<file path="src/rtl/hazard_ctrl_if.sv">
// hazard_ctrl_if: bundles the pipeline-side hazard inputs and the control
// outputs (PC write enable plus the four pipeline-register choice codes).
// Modport 'slave' is the hazard unit; modport 'master' is the pipeline/bench.
interface hazard_ctrl_if;
  logic       mem_stall;
  logic       ex_md_start;
  logic       ex_branch_taken;
  logic       id_jump;
  logic       ex_memread;
  logic [4:0] ex_rt;
  logic [4:0] id_rs;
  logic [4:0] id_rt;
  logic       id_uses_rs;
  logic       id_uses_rt;
  logic       pc_we;
  logic [1:0] ch_ifid;
  logic [1:0] ch_idex;
  logic [1:0] ch_exmem;
  logic [1:0] ch_memwb;

  modport slave (
    input  mem_stall, ex_md_start, ex_branch_taken, id_jump, ex_memread,
           ex_rt, id_rs, id_rt, id_uses_rs, id_uses_rt,
    output pc_we, ch_ifid, ch_idex, ch_exmem, ch_memwb
  );

  modport master (
    output mem_stall, ex_md_start, ex_branch_taken, id_jump, ex_memread,
           ex_rt, id_rs, id_rt, id_uses_rs, id_uses_rt,
    input  pc_we, ch_ifid, ch_idex, ch_exmem, ch_memwb
  );
endinterface

</file>
<file path="src/rtl/hazard_ctrl.sv">
// hazard_ctrl: hazard/control unit for the 5-stage MIPS pipeline.
// Drives the PC write enable and the choice code (FLUSH/LOAD/HOLD) of each
// inter-stage register. Outputs are combinational from state and inputs and
// are consumed at the same clock edge. Handles memory wait stalls, multi-cycle
// mult/div occupancy of EX, taken branches, load-use stalls and jumps.
// Optional build macro HAZ_PERF_EN adds saturating stall/flush perf counters.
module hazard_ctrl #(
  parameter int MD_LAT = 8,   // cycles EX is held by mult/div, 2..255
  parameter int CNT_W  = 32   // perf counter width
) (
  input  logic            clk,
  input  logic            reset,
  hazard_ctrl_if.slave    bus
`ifdef HAZ_PERF_EN
  ,
  output logic [CNT_W-1:0] stall_cnt,
  output logic [CNT_W-1:0] flush_cnt
`endif
);

  localparam logic [1:0] CH_FLUSH = 2'b00;
  localparam logic [1:0] CH_LOAD  = 2'b01;
  localparam logic [1:0] CH_HOLD  = 2'b10;

  // The entry cycle already counts as one occupied cycle, and the release
  // cycle (md_cnt==0) is another, hence the reload of MD_LAT-2.
  localparam logic [7:0] MD_RELOAD = 8'(MD_LAT - 2);

  typedef enum logic {RUN, MD_WAIT} state_t;

  state_t     state_q, state_d;
  logic [7:0] md_cnt_q, md_cnt_d;

  logic       pc_we_d;
  logic [1:0] ch_ifid_d, ch_idex_d, ch_exmem_d, ch_memwb_d;
  logic       load_use;
  logic       flush_evt;

  // Load in EX writes a register the ID instruction reads; $0 never hazards.
  assign load_use = bus.ex_memread && (bus.ex_rt != 5'd0) &&
                    ((bus.id_uses_rs && (bus.id_rs == bus.ex_rt)) ||
                     (bus.id_uses_rt && (bus.id_rt == bus.ex_rt)));

  // Prioritised hazard resolution: outputs and FSM next state.
  always_comb begin
    pc_we_d    = 1'b1;
    ch_ifid_d  = CH_LOAD;
    ch_idex_d  = CH_LOAD;
    ch_exmem_d = CH_LOAD;
    ch_memwb_d = CH_LOAD;
    state_d    = state_q;
    md_cnt_d   = md_cnt_q;
    flush_evt  = 1'b0;
    if (reset) begin
      pc_we_d    = 1'b0;
      ch_ifid_d  = CH_FLUSH;
      ch_idex_d  = CH_FLUSH;
      ch_exmem_d = CH_FLUSH;
      ch_memwb_d = CH_FLUSH;
      state_d    = RUN;
      md_cnt_d   = 8'd0;
    end else if (bus.mem_stall) begin
      // Whole pipe waits on memory; FSM and counter frozen.
      pc_we_d    = 1'b0;
      ch_ifid_d  = CH_HOLD;
      ch_idex_d  = CH_HOLD;
      ch_exmem_d = CH_HOLD;
      ch_memwb_d = CH_HOLD;
    end else if (state_q == MD_WAIT) begin
      if (md_cnt_q != 8'd0) begin
        pc_we_d    = 1'b0;
        ch_ifid_d  = CH_HOLD;
        ch_idex_d  = CH_HOLD;
        ch_exmem_d = CH_FLUSH;
        md_cnt_d   = md_cnt_q - 8'd1;
      end else begin
        // Release cycle: everything loads, ex_md_start is the finishing op.
        state_d = RUN;
      end
    end else if (bus.ex_md_start) begin
      pc_we_d    = 1'b0;
      ch_ifid_d  = CH_HOLD;
      ch_idex_d  = CH_HOLD;
      ch_exmem_d = CH_FLUSH;
      md_cnt_d   = MD_RELOAD;
      state_d    = MD_WAIT;
    end else if (bus.ex_branch_taken) begin
      // Branch squashes both younger instructions, including any jump or
      // load-use consumer sitting in IF/ID.
      ch_ifid_d = CH_FLUSH;
      ch_idex_d = CH_FLUSH;
      flush_evt = 1'b1;
    end else if (load_use) begin
      pc_we_d   = 1'b0;
      ch_ifid_d = CH_HOLD;
      ch_idex_d = CH_FLUSH;
    end else if (bus.id_jump) begin
      ch_ifid_d = CH_FLUSH;
      flush_evt = 1'b1;
    end
  end

  assign bus.pc_we    = pc_we_d;
  assign bus.ch_ifid  = ch_ifid_d;
  assign bus.ch_idex  = ch_idex_d;
  assign bus.ch_exmem = ch_exmem_d;
  assign bus.ch_memwb = ch_memwb_d;

  // FSM state and mult/div occupancy counter.
  always_ff @(posedge clk or posedge reset) begin
    if (reset) begin
      state_q  <= RUN;
      md_cnt_q <= 8'd0;
    end else begin
      state_q  <= state_d;
      md_cnt_q <= md_cnt_d;
    end
  end

`ifdef HAZ_PERF_EN
  function automatic logic [CNT_W-1:0] sat_inc(input logic [CNT_W-1:0] v);
    return (&v) ? v : v + CNT_W'(1);
  endfunction

  // Saturating perf counters: stalled-PC cycles and branch/jump flushes.
  always_ff @(posedge clk or posedge reset) begin
    if (reset) begin
      stall_cnt <= '0;
      flush_cnt <= '0;
    end else begin
      if (!pc_we_d)  stall_cnt <= sat_inc(stall_cnt);
      if (flush_evt) flush_cnt <= sat_inc(flush_cnt);
    end
  end
`endif

endmodule

</file>
<file path="src/flat_wrapper.sv">
// flat-port wrapper written by rule: the top's interface ports become plain ports
module hazard_ctrl_flat 
#(
  parameter int MD_LAT = 8,                                           
  parameter int CNT_W  = 32                        
)
  (clk, reset, bus_mem_stall, bus_ex_md_start, bus_ex_branch_taken, bus_id_jump, bus_ex_memread, bus_ex_rt, bus_id_rs, bus_id_rt, bus_id_uses_rs, bus_id_uses_rt, bus_pc_we, bus_ch_ifid, bus_ch_idex, bus_ch_exmem, bus_ch_memwb);
  hazard_ctrl_if bus_i ();
  input  logic clk;
  input  logic reset;
  input wire logic [$bits(bus_i.mem_stall)-1:0] bus_mem_stall;
  input wire logic [$bits(bus_i.ex_md_start)-1:0] bus_ex_md_start;
  input wire logic [$bits(bus_i.ex_branch_taken)-1:0] bus_ex_branch_taken;
  input wire logic [$bits(bus_i.id_jump)-1:0] bus_id_jump;
  input wire logic [$bits(bus_i.ex_memread)-1:0] bus_ex_memread;
  input wire logic [$bits(bus_i.ex_rt)-1:0] bus_ex_rt;
  input wire logic [$bits(bus_i.id_rs)-1:0] bus_id_rs;
  input wire logic [$bits(bus_i.id_rt)-1:0] bus_id_rt;
  input wire logic [$bits(bus_i.id_uses_rs)-1:0] bus_id_uses_rs;
  input wire logic [$bits(bus_i.id_uses_rt)-1:0] bus_id_uses_rt;
  output wire logic [$bits(bus_i.pc_we)-1:0] bus_pc_we;
  output wire logic [$bits(bus_i.ch_ifid)-1:0] bus_ch_ifid;
  output wire logic [$bits(bus_i.ch_idex)-1:0] bus_ch_idex;
  output wire logic [$bits(bus_i.ch_exmem)-1:0] bus_ch_exmem;
  output wire logic [$bits(bus_i.ch_memwb)-1:0] bus_ch_memwb;
  assign bus_i.mem_stall = bus_mem_stall;
  assign bus_i.ex_md_start = bus_ex_md_start;
  assign bus_i.ex_branch_taken = bus_ex_branch_taken;
  assign bus_i.id_jump = bus_id_jump;
  assign bus_i.ex_memread = bus_ex_memread;
  assign bus_i.ex_rt = bus_ex_rt;
  assign bus_i.id_rs = bus_id_rs;
  assign bus_i.id_rt = bus_id_rt;
  assign bus_i.id_uses_rs = bus_id_uses_rs;
  assign bus_i.id_uses_rt = bus_id_uses_rt;
  assign bus_pc_we = bus_i.pc_we;
  assign bus_ch_ifid = bus_i.ch_ifid;
  assign bus_ch_idex = bus_i.ch_idex;
  assign bus_ch_exmem = bus_i.ch_exmem;
  assign bus_ch_memwb = bus_i.ch_memwb;
  hazard_ctrl #(.MD_LAT(MD_LAT), .CNT_W(CNT_W)) u_core (.clk(clk), .reset(reset), .bus(bus_i));
endmodule
</file>
<file path="config.mk">
export PLATFORM = sky130hd
export DESIGN_NAME = hazard_ctrl_flat
export DESIGN_NICKNAME = d
export VERILOG_FILES = /design/src/rtl/hazard_ctrl_if.sv /design/src/rtl/hazard_ctrl.sv /design/src/flat_wrapper.sv
export SDC_FILE = /design/constraint.sdc
export NUM_CORES = 1
export LEC_CHECK = 0
export CELL_PAD_IN_SITES_DETAIL_PLACEMENT = 1
export CELL_PAD_IN_SITES_GLOBAL_PLACEMENT = 1
export CORE_ASPECT_RATIO = 1.2
export CORE_MARGIN = 1.5
export CORE_UTILIZATION = 25
export DETAILED_ROUTE_END_ITERATION = 8
export GPL_ROUTABILITY_DRIVEN = 0
export PLACE_DENSITY_LB_ADDON = 0.1
export SYNTH_ARGS = -nofsm -noshare
export SYNTH_HDL_FRONTEND = slang
export SYNTH_SLANG_ARGS = --single-unit
</file>
<file path="constraint.sdc">
create_clock -name clk -period 2.4 [get_ports clk]
set_input_delay 0.36 -clock clk [delete_from_list [all_inputs] [get_ports clk]]
set_output_delay 0.36 -clock clk [all_outputs]
set_load 0.05 [all_outputs]
</file>
# Word-level counts from Yosys, hierarchy flattened
# Index checks and enable logic that the tools add are counted.
# word_totals
wordCells,54
register_bits,9
output_inout_bits,9
in_bits,24
# classes
muxes,38
n_addsub,1
n_reduce_logical,9
n_eq_ne,4
# ops
cell,count
8-bit 2-to-1 mux,5
2-bit 2-to-1 mux,17
1-bit 2-to-1 mux,16
5-bit == test,2
8-bit nonzero test,1
"8-bit by 1-bit subtractor with 8-bit output, second input constant",1
5-bit nonzero test,1
1-bit logical AND,4
"3-bit inequality test, second input constant",1
3-bit AND reduction,1
3-bit nonzero test,1
"2-bit inequality test, second input constant",1
1-bit logical OR,1

# Depth between registers and ports, before layout
# Gate-level depths: netlist (run 1).
# depth
depth_word,10
depth_mapped,6
ltp_nobuf,6

# Worst setup path after synthesis (run 1)
# Ideal clock, no wire load.
# synth_path
path_type,register -> output
start,register u_core.md_cnt_q[0]
end,output bus_pc_we
arrival_ns,2.639
path_buffers,0
path_stages_with_launch,7
setup_slack_ns,-0.599
required_time_ns,2.040
path_cell_list,dfrtp_1 inv_1 ha_1 nor4b_4 a21oi_1 nor2_1 a21boi_1
# synth_between
elab_chain_len,5
# synth_lines
item,line_no,text
"start, declared",hazard_ctrl.sv:32,"logic [7:0] md_cnt_q, md_cnt_d;"
"start signal, assigned",hazard_ctrl.sv:116,md_cnt_q <= md_cnt_d;
8-bit nonzero test,hazard_ctrl.sv:70,if (md_cnt_q != 8'd0) begin
1-bit 2-to-1 mux,hazard_ctrl.sv:70,
1-bit 2-to-1 mux,hazard_ctrl.sv:69,end else if (state_q == MD_WAIT) begin
1-bit 2-to-1 mux,hazard_ctrl.sv:62,end else if (bus.mem_stall) begin
1-bit 2-to-1 mux,hazard_ctrl.sv:54,if (reset) begin
"end, declared",flat_wrapper.sv:21,output wire logic [$bits(bus_i.pc_we)-1:0] bus_pc_we;
# Every way passes these cells.

# Final worst setup path (run 1)
# layout_path
start,register u_core.md_cnt_q[1]
end,output bus_ch_idex[0]
# layout_between
elab_chain_len,5
# layout_lines
item,line_no,text
8-bit nonzero test,hazard_ctrl.sv:70,
2-bit 2-to-1 mux,hazard_ctrl.sv:70,
2-bit 2-to-1 mux,hazard_ctrl.sv:69,
2-bit 2-to-1 mux,hazard_ctrl.sv:62,
2-bit 2-to-1 mux,hazard_ctrl.sv:54,
"end, declared",flat_wrapper.sv:23,output wire logic [$bits(bus_i.ch_idex)-1:0] bus_ch_idex;
# Every way passes these cells.

==> results_dict.tcl, run 1 <==
set metrics [dict create \
    antenna_found_initial 0 \
    synth_area_leaders "dfrtp_1 (26%), xnor2_1 (10%), mux2i_1 (5.8%), nor4b_4 (5.5%), nor2_1 (4.8%)" \
    yosysMostFrequentCell "nor2_1" \
    synth_top_area_share_pct 26.2 \
    clk_latency_ns 0.23 \
    crit_path_max_fanout 4 \
    design_area_sq_um 1480 \
    crit_arrival_ns 1.99 \
    critPathLaunchType "register" \
    hp-class "register to register" \
    synth_edf_count 0 \
    dieArea_sq_um 3800 \
    synth.avg_cell_area_sq_um 8.43 \
    drt_iter0_drc 20 \
    leakage_nw 0.593 \
    grt_overflow_total 0 \
    fp-row-count 23 \
    seq_area_frac_synth_pct 26.2 \
    die_height_um 67.2 \
    slowest_delay_ns 0.50 \
    grt_pass1_wl_mm 4.24 \
    die_x_um 56.5 \
    worst-slew-pin-transition_ns 0.422 \
    routedWlPerCell_um 13.8 \
    hold_depth 1 \
    start_util_pct 26.0 \
    drive_above_1_share_pct 29.1 \
    antenna_left 0 \
    netSwitchingFraction_pct 35.4 \
    hold_viol 0 \
    ys.flop_type "dfrtp_1" \
    worstRegToRegCells 6 \
    skew_ns 0.000970 \
    holdWs_ns 0.543 \
    cpMaxStageDelayCell "or4b_4" \
    p_per_area_nw_per_um2 478 \
    grt_pass1_vias 940 \
    pwr-share-comb_pct 46.1 \
    cts_buffer_depth 2 \
    area_growth_pct 71.8 \
    core_sq_um 3310 \
    crit_chain "inv_2 > ha_4 > or4b_4 > o21ai_4 > o211ai_1 > a21oi_2 > buf_12" \
    vdd_drop_max_v 0.000355 \
    rsz0062_at_grt "yes" \
    synth-seq-cells 9 \
    pin_count 33 \
    syn_inst 102 \
    cts_buffers 3 \
    cts_root_buf "clkbuf_8" \
    async_flop_share_pct 100 \
    cts_max_level 1 \
    crit_required_ns 2.04 \
    viasPerCell 4.92 \
    status "complete, no violations" \
    setup_violations 0 \
    seqPwrFrac_pct 28.6 \
    synth_warnings 0 \
    worstSetupEndpointType "output port" \
    io_buffers 32 \
    drv_slew 0 \
    n_antenna_cell 0 \
    yosysTopAreaCell "dfrtp_1" \
    hold_buffers 0 \
    max_freq_mhz 426 \
    cts_tree "done" \
    first_pass_iters 3 \
    period_needed_ns 2.35 \
    critical_path_class "register to output port" \
    syn_nets 127 \
    cts.sinks 9 \
    final_nets 174 \
    min_period_over_period_pct 97.9 \
    wl_mm 2.54 \
    p_sw_mw 0.250 \
    synth_area_sq_um 860 \
    dp_hpwl_mm 2.11 \
    synth_commonest_cells "nor2_1 (11), nand2_1 (10), xnor2_1 (10), dfrtp_1 (9)" \
    drc 0 \
    vias 911 \
    drv_cap 0 \
    grt_max_degree 20 \
    grt_use_total_pct 14.1 \
    clkTransAtPathRegs_ns 0.05 \
    power.internal_mw 0.456 \
    power_frac_clock_pct 25.3 \
    slew_headroom_pct 71.8 \
    synth_cell_types 39 \
    placed_area_sq_um 1370 \
]
worst paths after layout:
kind	startpoint	slack, ns	endpoint
worst max-delay path	u_core.md_cnt_q[1]	0.05	bus_ch_idex[0]
worst min-delay path	u_core.state_q	0.54	u_core.md_cnt_q[2]
worst max register to register	u_core.md_cnt_q[1]	0.77	u_core.md_cnt_q[7]
worst min register to register	u_core.state_q	0.54	u_core.md_cnt_q[2]
max in group asynchronous	reset	1.62	u_core.md_cnt_q[4]
min in group asynchronous	reset	0.59	u_core.state_q
cells by family after synthesis:
| family | synth area share (%) |
|---|---|
| xor+xnor | 10.2 |
| buf+inv | 4.51 |
| fa+ha+maj | 1.46 |
| mux | 5.82 |
| compound gates | 19.9 |
| flops | 26.2 |
| simple gates | 31.9 |
cell usage in the layout, fill, tap and decap left out, types with 2 or more instances in the layout:
master and count:
buf_4 14, o21ai_1 4, nand3_1 2, nor3_1 4, o211ai_1 3, nor2_1 10, inv_1 2, nand2_1 10
mux2i_1 5, buf_12 9, o21ai_2 2, nand4_1 2, nor4b_4 2, xnor2_1 10, a21oi_1 4, inv_2 3
or3_1 5, clkdlybuf4s50_1 23, dfrtp_1 9, clkbuf_8 3
repair_timing:
item                                    CTS  global route
pin swaps                                 1             2
endpoints found under the setup margin    3             3
cloned                                    0             0
buffers inserted                          1             4
resized for setup                         4             1
sequential cells by signal (all words and copies together), names as in the netlist:
| register | cells |
|---|---|
| u_core.md_cnt_q | 8 |
| u_core.state_q | 1 |
power groups by stage:
stage | clock (mW) | combinational [mW] | sequential [mW]
floorplan | 0 | 0.186 | 0.196
global placement | 0 | 0.303 | 0.203
detailed placement | 0 | 0.307 | 0.204
CTS | 0.183 | 0.321 | 0.201
global route | 0.187 | 0.351 | 0.206
finish | 0.178 | 0.325 | 0.202
per-stage QoR:
step | total power, mW | TNS [ns] | setup slack, ns | utilization [%] | std cells
4_1_cts | 0.706 | 0 | 0.0254 | 43.7 | 181
3_3_place_gp | 0.506 | 0 | 0.0886 | 41.5 | 176
2_1_floorplan | 0.381 | -0.0902 | -0.0902 | - | 102
6_report | 0.705 | 0 | 0.0512 | 44.6 | 185
3_5_place_dp | 0.512 | 0 | 0.0552 | 41.5 | 176
5_1_grt | 0.743 | -0.0639 | -0.0436 | 44.6 | 185
layer usage:
metal / track usage [%] / part of all wire (%)
met3: 3.07 / 5.4
met2: 26.9 / 50
met1: 15.1 / 43
met5: 0 / 0
met4: 5.36 / 1.4
cell type report:
| type | count | area, sq um |
|---|---|---|
| tap | 37 | 46.3 |
| fill | 409 | 1830 |
| timing repair buffer | 46 | 515 |
| sequential | 9 | 225 |
| clock buffer | 4 | 45.0 |
| inverter | 5 | 18.8 |
| multi-input combinational | 84 | 626 |
critical path: cells and delay by family (launching register included):
| kind | cells | cell delay (ns) |
|---|---|---|
| adders and majority gates | 1 | 0.14 |
| buffers and inverters | 2 | 0.23 |
| and+or+nand+nor | 1 | 0.50 |
| AOI/OAI and AO/OA | 3 | 0.48 |
| DFF | 1 | 0.39 |
No activity file was read; power rests on OpenSTA's default activity.
==> run 2: changes to the inputs <==
--- a/config.mk
+++ b/config.mk
@@ -12,7 +12,7 @@
 export CORE_UTILIZATION = 25
 export DETAILED_ROUTE_END_ITERATION = 8
 export GPL_ROUTABILITY_DRIVEN = 0
-export PLACE_DENSITY_LB_ADDON = 0.1
+export PLACE_DENSITY_LB_ADDON = 0.15
 export SYNTH_ARGS = -nofsm -noshare
 export SYNTH_HDL_FRONTEND = slang
 export SYNTH_SLANG_ARGS = --single-unit
==> results_dict.tcl, run 2 (synthesis results as in run 1) <==
set metrics [dict create \
    status "complete, no violations" \
    crit_arrival_ns 2.00 \
    setup_violations 0 \
    layout_common_cells "clkdlybuf4s50_1 (22), buf_4 (12), nor2_1 (10), nand2_1 (10), xnor2_1 (10)" \
    rsz0062_at_grt "yes" \
    fp-row-count 23 \
    clk_latency_ns 0.23 \
    r2r_slack_ns 0.76 \
    core_sq_um 3310 \
    cts_max_level 1 \
    n_antenna_cell 0 \
    final_nets 172 \
    area_growth_pct 71.2 \
    drive_above_1_share_pct 28.8 \
    largest_register_ff_count 8 \
    setup_ws_ns 0.0381 \
    worst-slew-pin-transition_ns 0.433 \
    slowest_delay_ns 0.50 \
    p_per_area_nw_per_um2 475 \
    finalPower_mw 0.699 \
    dp_hpwl_mm 2.09 \
    fill_cells 401 \
    r2r-start "u_core.md_cnt_q[1]" \
    worstSetupEndpointType "output port" \
    crit_required_ns 2.04 \
    design_area_sq_um 1470 \
    grt_pass1_vias 981 \
    io_buffers 32 \
    skew_ns 0.00539 \
    crit_path_max_fanout 4 \
    drt_iter0_drc 11 \
    place_ws_ns -0.000717 \
    slew_headroom_pct 71.0 \
    grt_pass1_wl_mm 4.23 \
    start_util_pct 26.0 \
    critPathLaunchType "register" \
    routedWlPerCell_um 14.0 \
    die_height_um 67.2 \
    antenna_found_initial 0 \
    vias 927 \
    placed_area_sq_um 1360 \
    hold_viol 0 \
    top_register "u_core.md_cnt_q" \
    drv_cap 0 \
    cts.sinks 9 \
    drc 0 \
    period_needed_ns 2.36 \
    clkTransAtPathRegs_ns 0.05 \
    dieArea_sq_um 3800 \
    hp-class "input port to asynchronous set/reset pin" \
    max_freq_mhz 423 \
    r2r-end "u_core.md_cnt_q[7]" \
    wl_mm 2.57 \
    vdd_drop_max_v 0.000303 \
    worstRegToRegCells 6 \
    antenna_left 0 \
    drv_slew 0 \
    cts_buffer_depth 2 \
    crit_chain "inv_2 > ha_4 > or4b_4 > o21ai_4 > o211ai_1 > a21oi_2 > buf_12" \
    grt_max_degree 20 \
    leakage_nw 0.589 \
    grt_use_total_pct 13.9 \
    cts_tree "done" \
    hold_buffers 0 \
    final_common_cell "clkdlybuf4s50_1" \
    largestRegisters "u_core.md_cnt_q: 8 flops, u_core.state_q: 1 flops" \
    pin_count 33 \
    critical_path_class "register to output port" \
    first_pass_iters 4 \
    cts_root_buf "clkbuf_8" \
    cpMaxStageDelayCell "or4b_4" \
    dp_cells 174 \
    grt_overflow_total 0 \
    min_period_over_period_pct 98.4 \
    die_x_um 56.5 \
    final_cells 183 \
    viasPerCell 5.07 \
    cts_buffers 3 \
]
==> run 2: cell count changes in the layout (fill, tap and decap cells not counted), sizes merged <==
cell,previous run,this run
clkdlybuf4s50,23,22
buf,23,21
dlygate4sd2,0,1
==> run 2: power breakdown <==
group / total [mW] / internal, mW / switching [mW] / leakage (nW)
registers: 0.201 / 0.170 / 0.0308 / 0.120
clock network: 0.174 / 0.116 / 0.0583 / 0.0228
logic: 0.324 / 0.167 / 0.157 / 0.446
==> run 2: timing repair <==
item	CTS	global route
endpoints found under the hold margin	0	0
buffers inserted	2	3
resized for setup	5	3
setup endpoints to repair	3	4
pin swaps	4	4
==> run 2: per-layer routing <==
metal / vias to the layer above / global-route usage, % / routed length (um)
met5: - / 0 / 0
met4: 0 / 1.79 / 0
met3: 0 / 3.45 / 85
met2: 18 / 27.6 / 1410
met1: 452 / 15.2 / 1070
li1: 457 / - / -
==> run 2: worst max-delay path by stage <==
stage                       start             end  slack [ns]  depth (start not counted)
5_1_grt        u_core.md_cnt_q[1]  bus_ch_idex[0]       -0.05                          7
3_3_place_gp         bus_ex_rt[3]       bus_pc_we        0.04                          6
4_1_cts        u_core.md_cnt_q[0]  bus_ch_ifid[0]        0.02                          7
6_report       u_core.md_cnt_q[1]  bus_ch_idex[0]        0.04                          7
2_1_floorplan  u_core.md_cnt_q[0]       bus_pc_we       -0.09                          6
3_5_place_dp         bus_ex_rt[3]       bus_pc_we     -0.0007                          6
==> run 2: metrics by stage <==
step	utilization, %	hold slack, ns	setup TNS, ns
global route	44.5	0.610	-0.0702
finish	44.5	0.587	0
floorplan	-	0.503	-0.0902
detailed placement	41.1	0.583	-0.000717
CTS	43.4	0.595	0
global placement	41.1	0.569	0
==> run 2: area by class of cell <==
cell class / count / area (sq um) / area share (%)
Tap cell: 37 / 46.3 / 3.15
Multi-Input combinational cell: 84 / 637 / 43.3
Sequential cell: 9 / 225 / 15.3
Clock buffer: 4 / 45.0 / 3.06
Inverter: 5 / 18.8 / 1.28
Timing Repair Buffer: 44 / 499 / 33.9
==> run 2: worst max-delay path, delay by kind of cell, from the launching register on <==
kind                     cells  cell delay, ns
buffers and inverters        2            0.23
flip-flops                   1            0.39
adder cells (fa/ha/maj)      1            0.14
AO/OA/AOI/OAI                3            0.50
AND/OR/NAND/NOR              1            0.50
==> run 3: changes to the inputs <==
--- a/config.mk
+++ b/config.mk
@@ -5,8 +5,6 @@
 export SDC_FILE = /design/constraint.sdc
 export NUM_CORES = 1
 export LEC_CHECK = 0
-export CELL_PAD_IN_SITES_DETAIL_PLACEMENT = 1
-export CELL_PAD_IN_SITES_GLOBAL_PLACEMENT = 1
 export CORE_ASPECT_RATIO = 1.2
 export CORE_MARGIN = 1.5
 export CORE_UTILIZATION = 25
==> results_dict.tcl, run 3 (synthesis results as in run 1) <==
set metrics [dict create \
    antenna_found_initial 0 \
    io_buffers 32 \
    crit_start "u_core.md_cnt_q[0]" \
    first_pass_iters 4 \
    grt_overflow_total 0 \
    crit_required_ns 2.04 \
    slew_headroom_pct 61.8 \
    met2_usage_pct 23.1 \
    layout_common_cells "clkdlybuf4s50_1 (23), nor2_1 (10), nand2_1 (10), xnor2_1 (10), buf_4 (10)" \
    period_needed_ns 2.37 \
    r2r-start "u_core.md_cnt_q[0]" \
    largest_register_ff_count 8 \
    clkTransAtPathRegs_ns 0.05 \
    fp-row-count 23 \
    vdd_drop_max_v 0.000242 \
    die_height_um 67.2 \
    use_met1_pct 13.1 \
    largestRegisters "u_core.md_cnt_q: 8 flops, u_core.state_q: 1 flops" \
    finalPower_mw 0.715 \
    cpMaxStageDelayCell "or4b_4" \
    critPathLaunchType "register" \
    cts_tree "done" \
    hold_viol 0 \
    worstSetupEndpointType "output port" \
    pin_count 33 \
    wl_mm 2.24 \
    n_antenna_cell 0 \
    critical_path_class "register to output port" \
    start_util_pct 26.0 \
    worst-slew-pin-transition_ns 0.572 \
    core_sq_um 3310 \
    seqPwrFrac_pct 27.8 \
    min_period_over_period_pct 98.6 \
    vias 891 \
    cts_buffer_depth 2 \
    crit_path_max_fanout 4 \
    slowest_delay_ns 0.50 \
    power_frac_clock_pct 25.9 \
    grt_pass1_wl_mm 3.57 \
    fill_cells 328 \
    busiest_layer "met2" \
    netSwitchingFraction_pct 36.2 \
    hp-class "input port to asynchronous set/reset pin" \
    grt_max_degree 20 \
    power.internal_mw 0.456 \
    grt_pass1_vias 840 \
    dp_hpwl_mm 1.78 \
    holdWs_ns 0.563 \
    drive_above_1_share_pct 29.0 \
    cts_root_buf "clkbuf_8" \
    p_per_area_nw_per_um2 483 \
    cts_max_level 1 \
    routedWlPerCell_um 12.3 \
    die_x_um 56.5 \
    clk_latency_ns 0.25 \
    dp_cells 174 \
    drc 0 \
    top_register "u_core.md_cnt_q" \
    grt.met3_usage_pct 1.92 \
    drv_cap 0 \
    rsz0062_at_grt "yes" \
    grt_use_total_pct 12.1 \
    final_nets 171 \
    drv_slew 0 \
    dieArea_sq_um 3800 \
    p_sw_mw 0.259 \
    final_common_cell "clkdlybuf4s50_1" \
    drt_iter0_drc 19 \
    cts.sinks 9 \
    antenna_left 0 \
    max_freq_mhz 423 \
    crit_arrival_ns 2.01 \
    leakage_nw 0.586 \
    viasPerCell 4.90 \
    setup_violations 0 \
    final_cells 182 \
    status "complete, no violations" \
    skew_ns 0.0121 \
    crit_chain "inv_2 > ha_4 > or4b_4 > o21ai_4 > o211ai_1 > a21oi_2 > buf_12" \
    cts_buffers 3 \
    area_growth_pct 72.2 \
    pwr-share-comb_pct 46.3 \
]
==> run 3: area by class of cell <==
class                   count  area, sq um  share of cell area (%)
inverters                   5         18.8                    1.27
well taps                  37         46.3                    3.13
flip-flops and latches      9          225                    15.2
clock buffers               3         41.3                    2.79
clock inverters             1         5.00                   0.338
multi-input cells          84          647                    43.7
repair buffers             43          497                    33.6
==> run 3: worst paths after layout <==
kind / end / slack, ns / depth (start not counted)
min: u_core.md_cnt_q[2] / 0.56 / 3
min reg2reg: u_core.md_cnt_q[0] / 0.60 / 3
min in group clk: u_core.md_cnt_q[0] / 0.60 / 3
max reg2reg: u_core.md_cnt_q[5] / 0.69 / 7
max: bus_ch_idex[0] / 0.03 / 7
max in group asynchronous: u_core.md_cnt_q[4] / 1.64 / 3
==> run 3: what timing repair did <==
| item | 4_1_cts | 5_1_grt |
|---|---|---|
| gates resized for setup | 6 | 2 |
| endpoints found under the setup margin | 3 | 2 |
| hold buffers | 0 | 0 |
| pin swaps | 3 | 3 |
| buffers inserted | 2 | 2 |
==> run 3: per-stage QoR <==
stage	utilization (%)	area, sq um	setup TNS [ns]	setup WS, ns
6_report	44.7	1480	0	0.0343
3_5_place_dp	41.1	1360	0	0.0803
3_3_place_gp	41.1	1360	0	0.104
4_1_cts	44.0	1460	-0.00660	-0.00660
2_1_floorplan	-	870	-0.0902	-0.0902
5_1_grt	44.7	1480	-0.110	-0.0530
==> run 3: power by group through the flow <==
stage	logic, mW	registers [mW]	clock network [mW]
after floorplan	0.186	0.196	0
final	0.331	0.199	0.185
after global placement	0.298	0.201	0
after global routing	0.356	0.203	0.194
after detailed placement	0.300	0.202	0
after CTS	0.321	0.199	0.188
==> run 3: worst max-delay path, delay by kind of cell, from the launching register on <==
| kind | cells | cell delay [ns] |
|---|---|---|
| compound gates | 3 | 0.48 |
| buf+inv | 2 | 0.23 |
| flops | 1 | 0.39 |
| fa+ha+maj | 1 | 0.14 |
| simple gates | 1 | 0.50 |
==> run 3: per-layer routing <==
metal / vias to the layer above / part of all wire, %
met5: - / 0
met4: 0 / 1.5
li1: 459 / -
met3: 4 / 3.8
met2: 27 / 52
met1: 401 / 42
